File: src/rtl/cfi_pkg.sv
// Shared CFI types: the log entry format, dispatcher violation causes and FSM states.
package cfi_pkg;

  typedef struct packed {
    logic [1:0]  kind;
    logic [31:0] src_pc;
    logic [31:0] dst_pc;
  } cfi_log_t;

  typedef enum logic [1:0] {
    CFI_VIOL_NONE     = 2'd0,
    CFI_VIOL_MISMATCH = 2'd1,
    CFI_VIOL_TIMEOUT  = 2'd2
  } cfi_violation_e;

  typedef enum logic [1:0] {
    CFI_DISP_IDLE     = 2'd0,
    CFI_DISP_REQ      = 2'd1,
    CFI_DISP_WAIT_RSP = 2'd2,
    CFI_DISP_FAULT    = 2'd3
  } cfi_disp_state_e;

  localparam int unsigned CFI_TIMEOUT_DEFAULT = 1024;

  // A disabled timeout (0) still needs a legal one-bit timer vector.
  function automatic int unsigned cfi_timer_width(input int unsigned timeout);
    return (timeout == 0) ? 1 : $clog2(timeout + 1);
  endfunction

endpackage

File: src/rtl/cfi_log_dispatcher.sv
// Drains the CFI log queue one entry at a time into the external checker and
// latches a sticky violation when the checker rejects a log or stops answering.
module cfi_log_dispatcher
  import cfi_pkg::*;
#(
  parameter int unsigned TIMEOUT_CYCLES = CFI_TIMEOUT_DEFAULT,
  parameter int unsigned CNT_WIDTH      = 32
) (
  input  logic                 clk_i,
  input  logic                 rst_ni,
  input  logic                 queue_empty_i,
  input  cfi_log_t             queue_data_i,
  output logic                 queue_pop_o,
  output logic                 checker_req_o,
  output cfi_log_t             checker_data_o,
  input  logic                 checker_gnt_i,
  input  logic                 checker_rsp_valid_i,
  input  logic                 checker_rsp_ok_i,
  input  logic                 clear_i,
  output logic                 cfi_violation_o,
  output cfi_violation_e       violation_cause_o,
  output cfi_log_t             violation_log_o,
  output logic                 busy_o,
  output logic [CNT_WIDTH-1:0] checked_cnt_o
);

  localparam int unsigned TimerW = cfi_timer_width(TIMEOUT_CYCLES);
  localparam logic [TimerW-1:0] TimerLast =
    TimerW'((TIMEOUT_CYCLES == 0) ? 0 : TIMEOUT_CYCLES - 1);
  localparam bit TimeoutEn = (TIMEOUT_CYCLES != 0);

  cfi_disp_state_e      state_q, state_d;
  cfi_violation_e       cause_q, cause_d;
  cfi_log_t             log_q;
  logic [TimerW-1:0]    timer_q;
  logic [CNT_WIDTH-1:0] cnt_q;

  logic rsp_pass;
  logic rsp_fail;
  logic timeout_hit;
  logic pop_ok;

  assign rsp_pass    = (state_q == CFI_DISP_WAIT_RSP) && checker_rsp_valid_i && checker_rsp_ok_i;
  assign rsp_fail    = (state_q == CFI_DISP_WAIT_RSP) && checker_rsp_valid_i && !checker_rsp_ok_i;
  // A response arriving in the expiry cycle takes priority over the timeout.
  assign timeout_hit = TimeoutEn && (state_q == CFI_DISP_WAIT_RSP) &&
                       !checker_rsp_valid_i && (timer_q == TimerLast);
  assign pop_ok      = !queue_empty_i && ((state_q == CFI_DISP_IDLE) || rsp_pass);

  always_comb begin
    state_d = state_q;
    cause_d = cause_q;
    unique case (state_q)
      CFI_DISP_IDLE: begin
        if (pop_ok) state_d = CFI_DISP_REQ;
      end
      CFI_DISP_REQ: begin
        if (checker_gnt_i) state_d = CFI_DISP_WAIT_RSP;
      end
      CFI_DISP_WAIT_RSP: begin
        if (rsp_pass) begin
          state_d = pop_ok ? CFI_DISP_REQ : CFI_DISP_IDLE;
        end else if (rsp_fail) begin
          state_d = CFI_DISP_FAULT;
          cause_d = CFI_VIOL_MISMATCH;
        end else if (timeout_hit) begin
          state_d = CFI_DISP_FAULT;
          cause_d = CFI_VIOL_TIMEOUT;
        end
      end
      CFI_DISP_FAULT: begin
        if (clear_i) begin
          state_d = CFI_DISP_IDLE;
          cause_d = CFI_VIOL_NONE;
        end
      end
      default: begin
        state_d = CFI_DISP_IDLE;
        cause_d = CFI_VIOL_NONE;
      end
    endcase
  end

  // The timer restarts on every grant, so it can never run past TimerLast.
  always_ff @(posedge clk_i or negedge rst_ni) begin
    if (!rst_ni) begin
      state_q <= CFI_DISP_IDLE;
      cause_q <= CFI_VIOL_NONE;
      log_q   <= '0;
      timer_q <= '0;
      cnt_q   <= '0;
    end else begin
      state_q <= state_d;
      cause_q <= cause_d;
      if (pop_ok) log_q <= queue_data_i;
      if ((state_q == CFI_DISP_REQ) && checker_gnt_i) begin
        timer_q <= '0;
      end else if (TimeoutEn && (state_q == CFI_DISP_WAIT_RSP)) begin
        timer_q <= timer_q + 1'b1;
      end
      if (rsp_pass && (cnt_q != {CNT_WIDTH{1'b1}})) cnt_q <= cnt_q + 1'b1;
    end
  end

  // Gating with rst_ni keeps a non-empty queue from being drained while in reset.
  assign queue_pop_o       = pop_ok && rst_ni;
  assign checker_req_o     = (state_q == CFI_DISP_REQ);
  assign checker_data_o    = checker_req_o ? log_q : '0;
  assign cfi_violation_o   = (state_q == CFI_DISP_FAULT);
  assign violation_cause_o = cause_q;
  assign violation_log_o   = cfi_violation_o ? log_q : '0;
  assign busy_o            = (state_q != CFI_DISP_IDLE);
  assign checked_cnt_o     = cnt_q;

endmodule

File: config.mk
export PLATFORM = sky130hd
export DESIGN_NAME = cfi_log_dispatcher
export DESIGN_NICKNAME = d
export VERILOG_FILES = /design/src/rtl/cfi_pkg.sv /design/src/rtl/cfi_log_dispatcher.sv
export SDC_FILE = /design/constraint.sdc
export NUM_CORES = 1
export LEC_CHECK = 0
export ABC_AREA = 1
export BUFFER_PORTS_ARGS = -buffer_cell sky130_fd_sc_hd__buf_2
export CORE_AREA = 3 3 121 123
export CTS_BUF_LIST = sky130_fd_sc_hd__clkbuf_2
export CTS_CLUSTER_DIAMETER = 80
export DETAILED_ROUTE_END_ITERATION = 6
export DIE_AREA = 0 0 124 126
export MAX_ROUTING_LAYER = met4
export PLACE_DENSITY = 0.76
export SETUP_SLACK_MARGIN = 0.5
export SLEW_MARGIN = 20
export SYNTH_ARGS = -nofsm -noshare
export SYNTH_HDL_FRONTEND = slang
export SYNTH_SLANG_ARGS = --single-unit
File: constraint.sdc
create_clock -name clk_i -period 1.6 [get_ports clk_i]
set_input_delay 0.16 -clock clk_i [delete_from_list [all_inputs] [get_ports clk_i]]
set_output_delay 0.16 -clock clk_i [all_outputs]
set_load 0.01 [all_outputs]
==> run_results.csv <==
group,metric,value,unit
sta,max_freq,458,MHz
synth,synthFlopType,"dfrtp_1",
global_route,antenna_found_initial,0,
sta,period_needed,2.18,ns
routing,via_count,8191,
clock_tree,cts_tree,"done",
clock_tree,clk_pin_slew,0.16,ns
global_route,grt_usage,0.335,
setup_path,crit_path_end_kind,"output pin",
routing,route.detailed.drc,0,
place,place_congestion,0.950,
routing,wirelength,30700,µm
clock_tree,clock_latency,0.72,ns
floorplan,dieArea,0.0156,mm²
routing,drtIter0Drc,540,
synth,ys_seq_elements,113,
outcome,violations,"negative setup slack",
synth,synthDistinctLibCells,32,
pwr,peakVddDrop,1.44,mV
floorplan,coreArea,0.0138,mm²
sta,tightest_slew,0.597,ns
floorplan,die_h,126,µm
clock_tree,clockRootBuffer,"clkbuf_2",
hold_path,hp-class,"in -> reg",
synth,ys_warn_count,0,
sta,period_share,1.36,
pwr,finalPower,19.8,mW
synth,ys_seq_area_frac,0.453,
sta,finalMaxSlewViolations,0,
synth,async_reset_ff_frac,1.00,
clock_tree,cts_buffers,17,
global_route,grt_pass1_vias,7560,
synth,postSynthAreaPerCell,7.01,µm²
sta,finalSetupViolations,215,
cells_and_area,drive_gt1_frac,0.547,
routing,firstDrtPassIters,5,
setup_path,worst-setup-path-type,"reg -> out",
floorplan,die_w,124,µm
floorplan,io-pin-count,243,
sta,rsz0062_at_grt,"yes",
sta,slew_headroom,0.601,
synth,syn_area,0.00624,mm²
pwr,powerDensity,1650,mW/mm²
place,dp_hpwl,15000,µm
sta,worst_slack,-0.583,ns
routing,viasPerCell,5.42,
floorplan,start_util,0.453,
synth,synth_edf_count,0,
synth,synth_cells,890,
setup_path,required,1.44,ns
place,port_buffers,242,
global_route,grt_remaining_overflow,0,
clock_tree,cts_num_sinks,113,
sta,clock-skew-final,0.0370,ns
cells_and_area,finalNetCount,1392,
outcome,status,"finished with violations",
sta,finalHoldViolCount,0,
floorplan,rows,43,
run,maxCapViolations,0,
synth,synth_nets,965,
global_route,grt_pass1_wl,39300,µm
routing,detail-route-antenna-nets,0,
routing,wl_per_cell,20.3,µm
clock_tree,clockBufferDepth,2,
cells_and_area,diodes,0,
clock_tree,htree_levels,4,
sta,tns,-62.43,ns
pwr,power.leakage,5.95,nW
sta,whs,0.00297,ns
global_route,grt_max_degree,48,
setup_path,cp_max_fo,10,
setup_path,arrival,2.02,ns
setup_path,startpoint_type,"flip-flop",
cells_and_area,area_delta_synth_final,92.1,%
==> power breakdown <==
part,switching [mW],internal [mW]
combinational,7.59,5.22
clock,1.21,1.49
sequential,0.507,3.76
total,9.30,10.5
==> cells in the mapped netlist, types with 4 or more instances <==
cell type    n  area share
dfrtp_1    113        0.45
buf_2        4      0.0032
xnor2_1      7      0.0098
nand3b_1     4      0.0048
nor2_1     257        0.15
nand2_1    204        0.12
nand3_1     26       0.021
clkbuf_1    15      0.0090
o21ai_0     12      0.0096
a21oi_1     70       0.056
nand4_1      5      0.0050
xor2_1       7      0.0098
inv_1      117       0.070
nand2_2     12       0.012
buf_6       11       0.020
==> layer usage <==
| metal | share of wire | vias to the layer above | global-route usage |
|---|---|---|---|
| met5 | 0 | - | - |
| met4 | 0.061 | 0 | 0.188 |
| met3 | 0.096 | 182 | 0.0799 |
| met2 | 0.49 | 529 | 0.530 |
| met1 | 0.35 | 3909 | 0.388 |
| li1 | - | 3571 | - |
==> sequential cells by signal, summed over array words and instances (netlist names) <==
register / cells
log_q: 66
checked_cnt_o: 32
timer_q: 11
state_q: 2
violation_cause_o: 2
==> kinds of logic after synthesis <==
kind of cell / count (synthesis) / share of synthesized area
xor gates and xnor gates: 14 / 0.0197
adders and majority gates: 2 / 0.00401
buffers and inverters: 153 / 0.111
DFF: 113 / 0.453
AOI/OAI and AO/OA: 88 / 0.0724
and+or+nand+nor: 520 / 0.340
==> worst paths after layout <==
check | depth (start not counted) | endpoint | slack, ns | startpoint
min | 6 | state_q[1] | 0.003 | checker_rsp_ok_i
min in group asynchronous | 4 | log_q[3] | 0.21 | rst_ni
max in group asynchronous | 4 | checked_cnt_o[20] | 0.40 | rst_ni
min reg2reg | 2 | violation_cause_o[1] | 0.53 | violation_cause_o[1]
max | 5 | checker_data_o[43] | -0.58 | state_q[1]
max reg2reg | 9 | checked_cnt_o[30] | -0.10 | state_q[1]
==> stage by stage <==
| step | area [µm²] | setup slack [ns] | utilization | instances |
|---|---|---|---|---|
| finish | 12000 | -0.583 | 0.870 | 1510 |
| global route | 12000 | -0.687 | 0.870 | 1510 |
| CTS | 10700 | -0.526 | 0.778 | 1458 |
| detailed placement | 9070 | -0.0135 | 0.658 | 1334 |
| global placement | 9070 | 0.0269 | 0.658 | 1334 |
| floorplan | 7490 | 0.00753 | - | 890 |
==> critical path, cell delays in order (launching register included) <==
cell,delay [ns]
dfrtp_2,0.52
nor2_4,0.20
inv_8,0.10
buf_12,0.17
nor2_4,0.20
buf_6,0.14
==> layout make-up <==
type,count,area [µm²]
multi-input cells,626,4300
clock buffers,19,95.1
repair inverters,2,22.5
fillers,621,1790
repair buffers,438,3770
flip-flops and latches,113,2850
inverters,119,485
clock inverters,13,239
well taps,180,225
==> cells in the final DEF, fill, tap and decap left out, types with 8 or more instances in the layout <==
cell           synthesis  layout
clkbuf_2               0      19
nand2_4                2      11
buf_12                 0      15
dfrtp_2                0      15
nand2_2               12      48
dlygate4sd3_1          0      75
buf_6                 11      87
a21oi_2                0      61
buf_2                  4     183
buf_4                  0      65
dfrtp_1              113      98
buf_16                 0       8
nor2_4                 1     121
nor2_2                 3      53
nand2_1              204     156
inv_1                117     112
nor2_1               257      87
nand3_1               26      24
==> repair_timing <==
item | 4_1_cts | 5_1_grt
setup endpoints to repair | 283 | 283
cloned | 6 | 7
pin swaps | 4 | 29
gates resized for setup | 66 | 216
hold endpoints to repair | 197 | 11
setup buffers | 12 | 43
hold buffers | 74 | 2
No activity file was read; power rests on OpenSTA's default activity.
